`src/rtl/alu_pkg.sv`:
```
// Shared definitions for the two-port ALU sharing block: opcodes, FSM states
// and the supported-opcode check.
package alu_pkg;

  localparam int OP_W = 4;

  localparam logic [OP_W-1:0] ALU_AND = 4'b0000;
  localparam logic [OP_W-1:0] ALU_OR  = 4'b0001;
  localparam logic [OP_W-1:0] ALU_SUB = 4'b0011;
  localparam logic [OP_W-1:0] ALU_XOR = 4'b0100;
  localparam logic [OP_W-1:0] ALU_ADD = 4'b0101;
  localparam logic [OP_W-1:0] ALU_EQ  = 4'b1000;
  localparam logic [OP_W-1:0] ALU_NE  = 4'b1001;
  localparam logic [OP_W-1:0] ALU_LT  = 4'b1010;
  localparam logic [OP_W-1:0] ALU_GE  = 4'b1011;
  localparam logic [OP_W-1:0] ALU_SRL = 4'b1100;
  localparam logic [OP_W-1:0] ALU_SLL = 4'b1101;
  localparam logic [OP_W-1:0] ALU_SLT = 4'b1110;

  typedef enum logic [1:0] {
    IDLE = 2'd0,
    EXEC = 2'd1,
    RESP = 2'd2
  } state_t;

  function automatic logic is_supported_op(input logic [OP_W-1:0] op);
    logic ok;
    ok = 1'b0;
    case (op)
      ALU_AND, ALU_OR, ALU_SUB, ALU_XOR, ALU_ADD,
      ALU_EQ, ALU_NE, ALU_LT, ALU_GE, ALU_SRL, ALU_SLL, ALU_SLT: ok = 1'b1;
      default: ok = 1'b0;
    endcase
    return ok;
  endfunction

endpackage

```
`src/rtl/alu_share_arbiter_if.sv`:
```
// Bundle of both requester channels plus the shared-ALU drive/return lines.
// Valid/ready: a transfer happens on a rising edge where valid and ready are both
// high; the sender holds valid and its payload stable until that edge, and valid
// never waits on ready.
interface alu_share_arbiter_if #(
    parameter int DATA_WIDTH    = 32,
    parameter int OPCODE_LENGTH = 4
);

    logic                     req0_valid;
    logic                     req0_ready;
    logic [OPCODE_LENGTH-1:0] req0_op;
    logic [DATA_WIDTH-1:0]    req0_a;
    logic [DATA_WIDTH-1:0]    req0_b;

    logic                     req1_valid;
    logic                     req1_ready;
    logic [OPCODE_LENGTH-1:0] req1_op;
    logic [DATA_WIDTH-1:0]    req1_a;
    logic [DATA_WIDTH-1:0]    req1_b;

    logic                     rsp0_valid;
    logic                     rsp0_ready;
    logic [DATA_WIDTH-1:0]    rsp0_result;
    logic                     rsp0_err;

    logic                     rsp1_valid;
    logic                     rsp1_ready;
    logic [DATA_WIDTH-1:0]    rsp1_result;
    logic                     rsp1_err;

    logic [OPCODE_LENGTH-1:0] alu_operation;
    logic [DATA_WIDTH-1:0]    alu_srca;
    logic [DATA_WIDTH-1:0]    alu_srcb;
    logic [DATA_WIDTH-1:0]    alu_result;

    modport slave (
        input  req0_valid, req0_op, req0_a, req0_b,
        input  req1_valid, req1_op, req1_a, req1_b,
        input  rsp0_ready, rsp1_ready, alu_result,
        output req0_ready, req1_ready,
        output rsp0_valid, rsp0_result, rsp0_err,
        output rsp1_valid, rsp1_result, rsp1_err,
        output alu_operation, alu_srca, alu_srcb
    );

    modport master (
        output req0_valid, req0_op, req0_a, req0_b,
        output req1_valid, req1_op, req1_a, req1_b,
        output rsp0_ready, rsp1_ready, alu_result,
        input  req0_ready, req1_ready,
        input  rsp0_valid, rsp0_result, rsp0_err,
        input  rsp1_valid, rsp1_result, rsp1_err,
        input  alu_operation, alu_srca, alu_srcb
    );

endinterface

```
`src/rtl/rr_arbiter2.sv`:
```
// Two-way round-robin grant: a lone requester wins, and on contention the port
// that did not win last time is chosen.
module rr_arbiter2 (
    input  logic valid0,
    input  logic valid1,
    input  logic last_grant,
    output logic gnt_valid,
    output logic gnt
);

    assign gnt_valid = valid0 | valid1;
    assign gnt       = (valid0 && valid1) ? ~last_grant : valid1;

endmodule

```
`src/rtl/alu_share_arbiter.sv`:
```
// Time-shares one external combinational ALU between two requesters, one
// operation in flight, with a registered response held until accepted.
module alu_share_arbiter
    import alu_pkg::*;
#(
    parameter int DATA_WIDTH    = 32,
    parameter int OPCODE_LENGTH = 4
) (
    input  logic                clk,
    input  logic                reset,
    alu_share_arbiter_if.slave  bus,
    output state_t              dbg_state
);

    state_t                   state_q, state_d;
    logic                     last_grant_q, last_grant_d;
    logic                     owner_q, owner_d;
    logic [OPCODE_LENGTH-1:0] op_q, op_d;
    logic [DATA_WIDTH-1:0]    a_q, a_d;
    logic [DATA_WIDTH-1:0]    b_q, b_d;
    logic [DATA_WIDTH-1:0]    res0_q, res0_d, res1_q, res1_d;
    logic                     err0_q, err0_d, err1_q, err1_d;
    logic                     vld0_q, vld0_d, vld1_q, vld1_d;

    logic                     gnt_valid;
    logic                     gnt;
    logic                     arb_en;
    logic                     exec_err;
    logic [DATA_WIDTH-1:0]    exec_result;
    logic                     owner_rsp_ready;

    rr_arbiter2 u_arb (
        .valid0     (bus.req0_valid),
        .valid1     (bus.req1_valid),
        .last_grant (last_grant_q),
        .gnt_valid  (gnt_valid),
        .gnt        (gnt)
    );

    // Commands are only offered in IDLE and never while reset is asserted.
    assign arb_en         = (state_q == IDLE) && !reset;
    assign bus.req0_ready = arb_en && gnt_valid && !gnt;
    assign bus.req1_ready = arb_en && gnt_valid && gnt;

    assign exec_err        = !is_supported_op(op_q);
    assign exec_result     = exec_err ? '0 : bus.alu_result;
    assign owner_rsp_ready = owner_q ? bus.rsp1_ready : bus.rsp0_ready;

    always_comb begin
        state_d      = state_q;
        last_grant_d = last_grant_q;
        owner_d      = owner_q;
        op_d         = op_q;
        a_d          = a_q;
        b_d          = b_q;
        res0_d       = res0_q;
        res1_d       = res1_q;
        err0_d       = err0_q;
        err1_d       = err1_q;
        vld0_d       = vld0_q;
        vld1_d       = vld1_q;
        case (state_q)
            IDLE: begin
                if (gnt_valid) begin
                    op_d         = gnt ? bus.req1_op : bus.req0_op;
                    a_d          = gnt ? bus.req1_a  : bus.req0_a;
                    b_d          = gnt ? bus.req1_b  : bus.req0_b;
                    owner_d      = gnt;
                    last_grant_d = gnt;
                    state_d      = EXEC;
                end
            end
            EXEC: begin
                state_d = RESP;
                if (owner_q) begin
                    res1_d = exec_result;
                    err1_d = exec_err;
                    vld1_d = 1'b1;
                end else begin
                    res0_d = exec_result;
                    err0_d = exec_err;
                    vld0_d = 1'b1;
                end
            end
            RESP: begin
                if (owner_rsp_ready) begin
                    vld0_d  = 1'b0;
                    vld1_d  = 1'b0;
                    state_d = IDLE;
                end
            end
            default: state_d = IDLE;
        endcase
    end

    // Reset discards any in-flight operation and clears every visible output.
    always_ff @(posedge clk) begin
        if (reset) begin
            state_q      <= IDLE;
            last_grant_q <= 1'b1;
            owner_q      <= 1'b0;
            op_q         <= '0;
            a_q          <= '0;
            b_q          <= '0;
            res0_q       <= '0;
            res1_q       <= '0;
            err0_q       <= 1'b0;
            err1_q       <= 1'b0;
            vld0_q       <= 1'b0;
            vld1_q       <= 1'b0;
        end else begin
            state_q      <= state_d;
            last_grant_q <= last_grant_d;
            owner_q      <= owner_d;
            op_q         <= op_d;
            a_q          <= a_d;
            b_q          <= b_d;
            res0_q       <= res0_d;
            res1_q       <= res1_d;
            err0_q       <= err0_d;
            err1_q       <= err1_d;
            vld0_q       <= vld0_d;
            vld1_q       <= vld1_d;
        end
    end

    assign bus.rsp0_valid    = vld0_q;
    assign bus.rsp0_result   = res0_q;
    assign bus.rsp0_err      = err0_q;
    assign bus.rsp1_valid    = vld1_q;
    assign bus.rsp1_result   = res1_q;
    assign bus.rsp1_err      = err1_q;
    assign bus.alu_operation = op_q;
    assign bus.alu_srca      = a_q;
    assign bus.alu_srcb      = b_q;
    assign dbg_state         = state_q;

endmodule

```
`src/flat_wrapper.sv`:
```
// flat-port wrapper written by rule: the top's interface ports become plain ports
module alu_share_arbiter_flat import alu_pkg::*;
#(
    parameter int DATA_WIDTH    = 32,
    parameter int OPCODE_LENGTH = 4
)
  (clk, reset, dbg_state, bus_req0_valid, bus_req0_op, bus_req0_a, bus_req0_b, bus_req1_valid, bus_req1_op, bus_req1_a, bus_req1_b, bus_rsp0_ready, bus_rsp1_ready, bus_alu_result, bus_req0_ready, bus_req1_ready, bus_rsp0_valid, bus_rsp0_result, bus_rsp0_err, bus_rsp1_valid, bus_rsp1_result, bus_rsp1_err, bus_alu_operation, bus_alu_srca, bus_alu_srcb);
  alu_share_arbiter_if #(.DATA_WIDTH(DATA_WIDTH), .OPCODE_LENGTH(OPCODE_LENGTH)) bus_i ();
  input  logic clk;
  input  logic reset;
  output state_t dbg_state;
  input wire logic [$bits(bus_i.req0_valid)-1:0] bus_req0_valid;
  input wire logic [$bits(bus_i.req0_op)-1:0] bus_req0_op;
  input wire logic [$bits(bus_i.req0_a)-1:0] bus_req0_a;
  input wire logic [$bits(bus_i.req0_b)-1:0] bus_req0_b;
  input wire logic [$bits(bus_i.req1_valid)-1:0] bus_req1_valid;
  input wire logic [$bits(bus_i.req1_op)-1:0] bus_req1_op;
  input wire logic [$bits(bus_i.req1_a)-1:0] bus_req1_a;
  input wire logic [$bits(bus_i.req1_b)-1:0] bus_req1_b;
  input wire logic [$bits(bus_i.rsp0_ready)-1:0] bus_rsp0_ready;
  input wire logic [$bits(bus_i.rsp1_ready)-1:0] bus_rsp1_ready;
  input wire logic [$bits(bus_i.alu_result)-1:0] bus_alu_result;
  output wire logic [$bits(bus_i.req0_ready)-1:0] bus_req0_ready;
  output wire logic [$bits(bus_i.req1_ready)-1:0] bus_req1_ready;
  output wire logic [$bits(bus_i.rsp0_valid)-1:0] bus_rsp0_valid;
  output wire logic [$bits(bus_i.rsp0_result)-1:0] bus_rsp0_result;
  output wire logic [$bits(bus_i.rsp0_err)-1:0] bus_rsp0_err;
  output wire logic [$bits(bus_i.rsp1_valid)-1:0] bus_rsp1_valid;
  output wire logic [$bits(bus_i.rsp1_result)-1:0] bus_rsp1_result;
  output wire logic [$bits(bus_i.rsp1_err)-1:0] bus_rsp1_err;
  output wire logic [$bits(bus_i.alu_operation)-1:0] bus_alu_operation;
  output wire logic [$bits(bus_i.alu_srca)-1:0] bus_alu_srca;
  output wire logic [$bits(bus_i.alu_srcb)-1:0] bus_alu_srcb;
  assign bus_i.req0_valid = bus_req0_valid;
  assign bus_i.req0_op = bus_req0_op;
  assign bus_i.req0_a = bus_req0_a;
  assign bus_i.req0_b = bus_req0_b;
  assign bus_i.req1_valid = bus_req1_valid;
  assign bus_i.req1_op = bus_req1_op;
  assign bus_i.req1_a = bus_req1_a;
  assign bus_i.req1_b = bus_req1_b;
  assign bus_i.rsp0_ready = bus_rsp0_ready;
  assign bus_i.rsp1_ready = bus_rsp1_ready;
  assign bus_i.alu_result = bus_alu_result;
  assign bus_req0_ready = bus_i.req0_ready;
  assign bus_req1_ready = bus_i.req1_ready;
  assign bus_rsp0_valid = bus_i.rsp0_valid;
  assign bus_rsp0_result = bus_i.rsp0_result;
  assign bus_rsp0_err = bus_i.rsp0_err;
  assign bus_rsp1_valid = bus_i.rsp1_valid;
  assign bus_rsp1_result = bus_i.rsp1_result;
  assign bus_rsp1_err = bus_i.rsp1_err;
  assign bus_alu_operation = bus_i.alu_operation;
  assign bus_alu_srca = bus_i.alu_srca;
  assign bus_alu_srcb = bus_i.alu_srcb;
  alu_share_arbiter #(.DATA_WIDTH(DATA_WIDTH), .OPCODE_LENGTH(OPCODE_LENGTH)) u_core (.clk(clk), .reset(reset), .bus(bus_i), .dbg_state(dbg_state));
endmodule
```
`config.mk`:
```
export PLATFORM = sky130hd
export DESIGN_NAME = alu_share_arbiter_flat
export DESIGN_NICKNAME = d
export VERILOG_FILES = /design/src/rtl/alu_pkg.sv /design/src/rtl/alu_share_arbiter_if.sv /design/src/rtl/rr_arbiter2.sv /design/src/rtl/alu_share_arbiter.sv /design/src/flat_wrapper.sv
export SDC_FILE = /design/constraint.sdc
export NUM_CORES = 1
export LEC_CHECK = 0
export CAP_MARGIN = 15
export CORE_MARGIN = 8
export CORE_UTILIZATION = 35
export DETAILED_ROUTE_END_ITERATION = 7
export HOLD_SLACK_MARGIN = 0.08
export PLACE_DENSITY_LB_ADDON = 0.05
export SLEW_MARGIN = 20
export SYNTH_ARGS = -nofsm -noshare
export SYNTH_HDL_FRONTEND = slang
export SYNTH_SLANG_ARGS = --single-unit
```
`constraint.sdc`:
```
create_clock -name clk -period 1.5 [get_ports clk]
set_input_delay 0.45 -clock clk [delete_from_list [all_inputs] [get_ports clk]]
set_output_delay 0.45 -clock clk [all_outputs]
set_load 0.005 [all_outputs]
```
==> out/summary.txt, run 1 <==
Fin Setup TNS - -3.59 ns
Placed cells - 1,221
Failing checks - setup timing
Clock Tree Buf Depth - 2
Final wirelength - 24.0 mm
Die Y - 144 µm
Synth-to-layout area growth - 89.3%
Hold Crit Depth - 4
Syn avg cell area - 8.04 µm²
Fin crit period - 1.75 ns
CP delay by family, top - flip-flops
Cell Area, Synth - 5750 µm²
Syn nets - 894
Hold WS - 0.444 ns
Total power - 13.8 mW
Met1 usage - 23.7%
Unrepaired setup endpoints after global routing - yes
Initial antenna violation count - 2
Worst setup margin - -0.248 ns
Die width - 144 µm
Max_slew headroom - 64.0%
Top cell type's share of synthesized area - 49.1%
FFs w/ async S/R, synth - 0%
Register area share after synthesis - 49.1%
Initial core utilization - 35.3%
Synth cell types - 34
Routed WL per cell - 18.7 µm
Crit path largest cell delay - 0.32 ns
CTS clk-pin slew, worst paths - 0.06 ns
Clock sinks - 141
Slew @ Worst Pin - 0.540 ns
Post-synthesis register bit count - 141
Dpl hpwl - 15.8 mm
Maximum vdd ir drop - 855 µV
Critical Path Slowest Stage Cell - dfxtp_2
Predominant post-synthesis flop cell - dfxtp_1
Critical path origin - u_core.dbg_state[0]$_SDFFE_PP0P_
Largest net degree at the start of global routing - 78
WP data required - 1.05 ns
Fmax - 572 MHz
Layout cells sized above 1 - 19.9%
Initial drt markers - 272
Crit path kind - register to output port
Vias in the first global route - 6,044
Hold wc startpoint - reset
Antenna viol nets, final - 0
Share of the cycle needed by the critical path after routing - 117%
All-layer global routing usage - 21.0%
Layout Utilization - 66.8%
Core area - 16,300 µm²
# setup viols final - 80
Final Slew Violations - 0
CP max FO - 3
M3 GR Usage - 8.09%
Max cap viols - 0
Top-count cell post-synth - nand2_1
Number of CTS-inserted buffers - 17
Finished Layout Cells - 1,289
First drt pass iteration count - 5
DR vias - 6,461
CP arrival - 1.30 ns
Root Driver - clkbuf_16
Post-synthesis cell count - 715
Row count - 47
Final Skew - 0.00948 ns
Crit path launch type - register
Critical R2R Launch - u_core.dbg_state[0]$_SDFFE_PP0P_
GRT busiest layer - met2
Synth warnings - 0
Post-route DRC - 0
Final global-route overflow total - 0
Clock Latency Late Sink - 0.42 ns
First-pass GRT wire length - 33.5 mm
PwrDens - 1270 nW/µm²
Final RePlAce weighted congestion - 0.782
Final nets - 1,233
HP Class - input pin to register
Buf/Inv on CP - 2
Post-synth EDFFs - 0
Commonest cells post-synth - 199 x nand2_1, 141 x dfxtp_1, 72 x nor2_1, 65 x a21oi_1, 64 x nand3_1
Critical Path Sink Type - output port
IO buf count - 313
Status - complete, but fails checks
Final count of hold timing violations - 0
# IOs - 314
Largest cells by area after synthesis - dfxtp_1 49%, nand2_1 13%, a311oi_1 8.8%
Worst path depth - 5
Leak - 4.49 nW
R2R cell count - 8
CTS H-Tree Depth - 4
Via-to-Cell Ratio - 5.01
Die ar. - 20,800 µm²
Global Route met2 Usage - 35.0%
Top cell type by total area after synthesis - dfxtp_1
TritonCTS clock tree - built
Cells along the critical path - inv_2 -> ha_4 -> o21ai_4 -> nor3_2 -> buf_2
through the flow:
stage          cell area (µm²)  worst slack [ns]
4_1_cts                   9970            -0.319
5_1_grt                  10900            -0.326
3_3_place_gp              9320            -0.808
2_1_floorplan             5760          0.000649
6_report                 10900            -0.248
3_5_place_dp              9320            -0.816
worst min-delay path, delay by kind of cell:
| kind | cells | cell delay, ns |
|---|---|---|
| buffers and inverters | 3 | 0.32 |
| AO/OA/AOI/OAI | 1 | 0.06 |
worst paths after layout:
path | to | slack (ns)
worst max-delay path | bus_req0_ready | -0.25
worst min register to register | u_core.bus.rsp0_result[1]$_SDFFE_PP0P_ | 0.45
worst min-delay path | u_core.last_grant_q$_SDFFE_PP1N_ | 0.44
worst max register to register | register | -0.13
flip-flops by register name, summed over array words and instances, names as in the netlist, named ones only:
name,flops
u_core.bus.rsp1_err,1
u_core.bus.rsp0_valid,1
u_core.bus.alu_operation,4
u_core.dbg_state,2
u_core.bus.alu_srca,32
u_core.bus.alu_srcb,32
u_core.last_grant_q,1
u_core.owner_q,1
u_core.bus.rsp1_result,32
u_core.bus.rsp0_err,1
u_core.bus.rsp0_result,32
u_core.bus.rsp1_valid,1
cells in the final DEF (no fill, tap or decap), types with 4 or more instances in the layout:
master and n:
a21oi_2 13, dfxtp_1 134, a311oi_2 43, clkdlybuf4s50_1 170, nor2_1 72, buf_12 14
a311oi_1 21, nand3_1 55, nand3_4 8, buf_4 29, clkbuf_2 8, clkbuf_16 27
clkdlybuf4s15_1 33, buf_6 13, buf_8 5, dlygate4sd2_1 93, o21a_4 4, nand2_1 198
dfxtp_2 7, bufinv_16 5, a21oi_1 52
report_power, final:
part           internal (mW)  switching, mW  leakage [nW]  total, mW
Clock                   3.06           1.69         0.314       4.75
Sequential              4.26          0.261          1.16       4.52
Combinational           2.46           2.09          3.01       4.54
Total                   9.78           4.04          4.49       13.8
layout make-up:
type / count / area, µm²
timing repair buffer: 383 / 3960
clock buffer: 20 / 457
clock inverter: 12 / 208
tap: 220 / 275
antenna: 2 / 5.00
inverter: 4 / 15.0
fill: 1396 / 5410
sequential: 141 / 2830
multi-input combinational: 507 / 3120
kinds of logic after synthesis:
group                    after synthesis  share of synthesized area, %
AO/OA/AOI/OAI                        147                          18.7
flip-flops                           141                          49.1
adder cells (fa/ha/maj)                5                          1.09
buffers and inverters                 70                          5.66
AND/OR/NAND/NOR                      349                          24.8
multiplexers                           3                         0.523
repair_timing:
action                                  CTS  global route
endpoints found under the setup margin  209           123
resized for setup                       180           143
gates cloned                              4            13
buffers inserted                          4            14
pin swaps                                 4            47
hold buffers                              0             0
routing by layer:
layer	up-vias	wire, µm
met1	3007	9030
met4	2	584
met5	-	13
met3	37	2240
li1	3172	-
met2	243	12200
No activity file was read; power rests on OpenSTA's default activity.
==> run 2: changes to the inputs <==
--- a/config.mk
+++ b/config.mk
@@ -7,7 +7,7 @@
 export LEC_CHECK = 0
 export CAP_MARGIN = 15
 export CORE_MARGIN = 8
-export CORE_UTILIZATION = 35
+export CORE_UTILIZATION = 39
 export DETAILED_ROUTE_END_ITERATION = 7
 export HOLD_SLACK_MARGIN = 0.08
 export PLACE_DENSITY_LB_ADDON = 0.05
==> constraint.sdc (replaced) <==
create_clock -name clk -period 1.85 [get_ports clk]
set_input_delay 0.555 -clock clk [delete_from_list [all_inputs] [get_ports clk]]
set_output_delay 0.555 -clock clk [all_outputs]
set_load 0.005 [all_outputs]
==> run 2 against run 1 <==
- the run still ends with setup timing left
- clock skew shrank 0.0049 ns
- largest power group is now sequential cells
- clock power shrank 25%
- largest cell class unchanged
- critical path type is now input pin to output port
- critical endpoint is now bus_req1_ready
- register-to-register slack gained 0.24 ns
==> out/summary.txt, run 2 (synthesis results as in run 1) <==
Max cap viols - 0 (unchanged)
Dpl hpwl - 16.2 mm (was 15.8 mm)
Placed inst area - 9140 µm² (was 9320 µm²)
Synth-to-layout area growth - 73.4% (was 89.3%)
Clock Latency Late Sink - 0.41 ns (was 0.42 ns)
Layout fillers - 1,175 (was 1,396)
CP arrival - 1.34 ns (was 1.30 ns)
Crit path largest cell delay - 0.26 ns (was 0.32 ns)
Critical Path Sink Type - output port (unchanged)
Via-to-Cell Ratio - 5.19 (was 5.01)
Clock share of power - 35.5% (was 34.4%)
Die width - 137 µm (was 144 µm)
Most common cell after layout, fill and taps aside - clkdlybuf4s50_1 (was nand2_1)
Switching power - 2.79 mW (was 4.04 mW)
Layout Utilization - 68.8% (was 66.8%)
Final wirelength - 21.8 mm (was 24.0 mm)
Number of CTS-inserted buffers - 17 (unchanged)
Layout cells sized above 1 - 8.97% (was 19.9%)
Share of the cycle needed by the critical path after routing - 102%
Post-route design area - 9960 µm² (was 10,900 µm²)
Unrepaired setup endpoints after global routing - yes (unchanged)
Switching share of total power - 27.7% (was 29.2%)
Sequential Power Share - 36.5% (was 32.7%)
Leak - 4.81 nW (was 4.49 nW)
CTS H-Tree Depth - 4 (unchanged)
Final Slew Violations - 0 (unchanged)
Maximum vdd ir drop - 633 µV (was 855 µV)
Fin crit period - 1.90 ns
Slew @ Worst Pin - 0.911 ns (was 0.540 ns)
Initial antenna violation count - 0 (was 2)
Final global-route overflow total - 0 (unchanged)
Combinational share of power - 28.0% (was 32.9%)
Initial core utilization - 39.7% (was 35.3%)
Failing checks - setup timing (unchanged)
First-pass GRT wire length - 33.2 mm (was 33.5 mm)
Post-route DRC - 0 (unchanged)
Root Driver - clkbuf_16 (unchanged)
Crit path launch type - input pin (was register)
Final count of hold timing violations - 0 (unchanged)
Commonest non-fill, non-tap cells in the layout - 220 x clkdlybuf4s50_1, 199 x nand2_1, 134 x dfxtp_1 (was 198 x nand2_1, 170 x clkdlybuf4s50_1, 134 x dfxtp_1)
Fin Setup TNS - -0.0635 ns (was -3.59 ns)
Worst setup margin - -0.0454 ns (was -0.248 ns)
Clock Tree Buf Depth - 2 (unchanged)
P_int - 7.27 mW (was 9.78 mW)
CTS clk-pin slew, worst paths - 0.05 ns (was 0.06 ns)
All-layer global routing usage - 22.4% (was 21.0%)
Critical Path Slowest Stage Cell - dlygate4sd2_1 (was dfxtp_2)
Die Y - 137 µm (was 144 µm)
Routed WL per cell - 18.0 µm (was 18.7 µm)
# IOs - 314 (unchanged)
Final nets - 1,192 (was 1,233)
Cells along the critical path - dlygate4sd2_1 -> a21boi_4 -> and3_4 -> buf_6 (was inv_2 -> ha_4 -> o21ai_4 -> nor3_2 -> buf_2)
Largest net degree at the start of global routing - 82 (was 78)
Crit path kind - input pin to output port (was register to output port)
Clock sinks - 141 (unchanged)
PwrDens - 1010 nW/µm² (was 1270 nW/µm²)
Final RePlAce weighted congestion - 0.827 (was 0.782)
Core area - 14,500 µm² (was 16,300 µm²)
DR vias - 6,280 (was 6,461)
CP max FO - 3 (unchanged)
IO buf count - 313 (unchanged)
Status - complete, but fails checks (unchanged)
Max_slew headroom - 39.3% (was 64.0%)
Row count - 44 (was 47)
Total power - 10.1 mW (was 13.8 mW)
Vias in the first global route - 6,302 (was 6,044)
First drt pass iteration count - 4 (was 5)
ANT cells - 0 (was 2)
WP data required - 1.29 ns (was 1.05 ns)
Final Skew - 0.00457 ns (was 0.00948 ns)
# setup viols final - 2 (was 80)
TritonCTS clock tree - built (unchanged)
Die ar. - 18,900 µm² (was 20,800 µm²)
Initial drt markers - 327 (was 272)
Antenna viol nets, final - 0 (unchanged)
HP Class - register to register (was input pin to register)
Fmax - 528 MHz
==> run 2: cell count changes in the layout (fill, tap and decap cells not counted), moves of 9 or more <==
cell / delta
clkdlybuf4s15_1: -33
clkbuf_16: -10
a311oi_1: +37
clkdlybuf4s50_1: +50
a21oi_1: +13
nand3_1: +9
a21oi_2: -13
buf_4: -9
a311oi_2: -36
dlygate4sd2_1: -68
dlymetal6s2s_1: +65
==> run 2: per-layer routing <==
metal  part of all wire (%)  track usage (%)  up-vias  wire [µm]
li1                       -                -     3068          -
met1                     36             24.2     2922       7860
met2                     50             37.7      236      10900
met3                     10             8.61       54       2190
met4                    3.8             11.0        0        833
met5                      0                0        -          0
==> run 2: critical path, delay by kind of cell <==
kind	cells	cell delay, ns
buffers and inverters	2	0.35
AND/OR/NAND/NOR	1	0.21
AO/OA/AOI/OAI	1	0.23
==> run 2: worst paths after layout <==
kind / start / endpoint / slack [ns] / depth (start not counted)
worst min register to register: u_core.bus.rsp1_result[11]$_SDFFE_PP0P_ / u_core.bus.rsp1_result[11]$_SDFFE_PP0P_ / 0.45 / 2
worst max register to register: u_core.dbg_state[0]$_SDFFE_PP0P_ / u_core.bus.alu_srca[27]$_SDFFE_PP0N_ / 0.11 / 8
worst max-delay path: bus_req1_valid / bus_req1_ready / -0.05 / 4
worst min-delay path: u_core.bus.rsp1_result[11]$_SDFFE_PP0P_ / u_core.bus.rsp1_result[11]$_SDFFE_PP0P_ / 0.45 / 2
==> run 2: repair_timing <==
item / in CTS / in global routing
gates resized for setup: 46 / 70
setup buffers: 1 / 3
pin swaps: 2 / 3
hold buffers: 0 / 0
hold endpoints to repair: 0 / 0
endpoints found under the setup margin: 64 / 92
==> run 2: power by group through the flow <==
stage | registers [mW] | logic, mW | clock network [mW]
after floorplan | 3.75 | 1.19 | 0
final | 3.67 | 2.82 | 3.57
after detailed placement | 3.74 | 2.88 | 0
after global placement | 3.72 | 2.83 | 0
after CTS | 3.68 | 2.88 | 3.62
after global routing | 3.72 | 3.06 | 3.76
==> run 2: cell type report <==
class / instances / area (µm²) / area share, %
clock buffers: 20 / 457 / 4.58
clock inverters: 12 / 168 / 1.68
inverters: 4 / 15.0 / 0.151
multi-input cells: 504 / 2640 / 26.5
flip-flops and latches: 141 / 2830 / 28.4
well taps: 184 / 230 / 2.31
repair buffers: 345 / 3630 / 36.4
==> run 2: stage by stage <==
stage	hold slack [ns]	worst slack, ns	instances
final	0.451	-0.0454	1210
after global routing	0.467	-0.0755	1210
after CTS	0.455	-0.0491	1207
after detailed placement	0.447	-0.760	1174
after global placement	0.442	-0.674	1174
after floorplan	0.453	0.0839	715
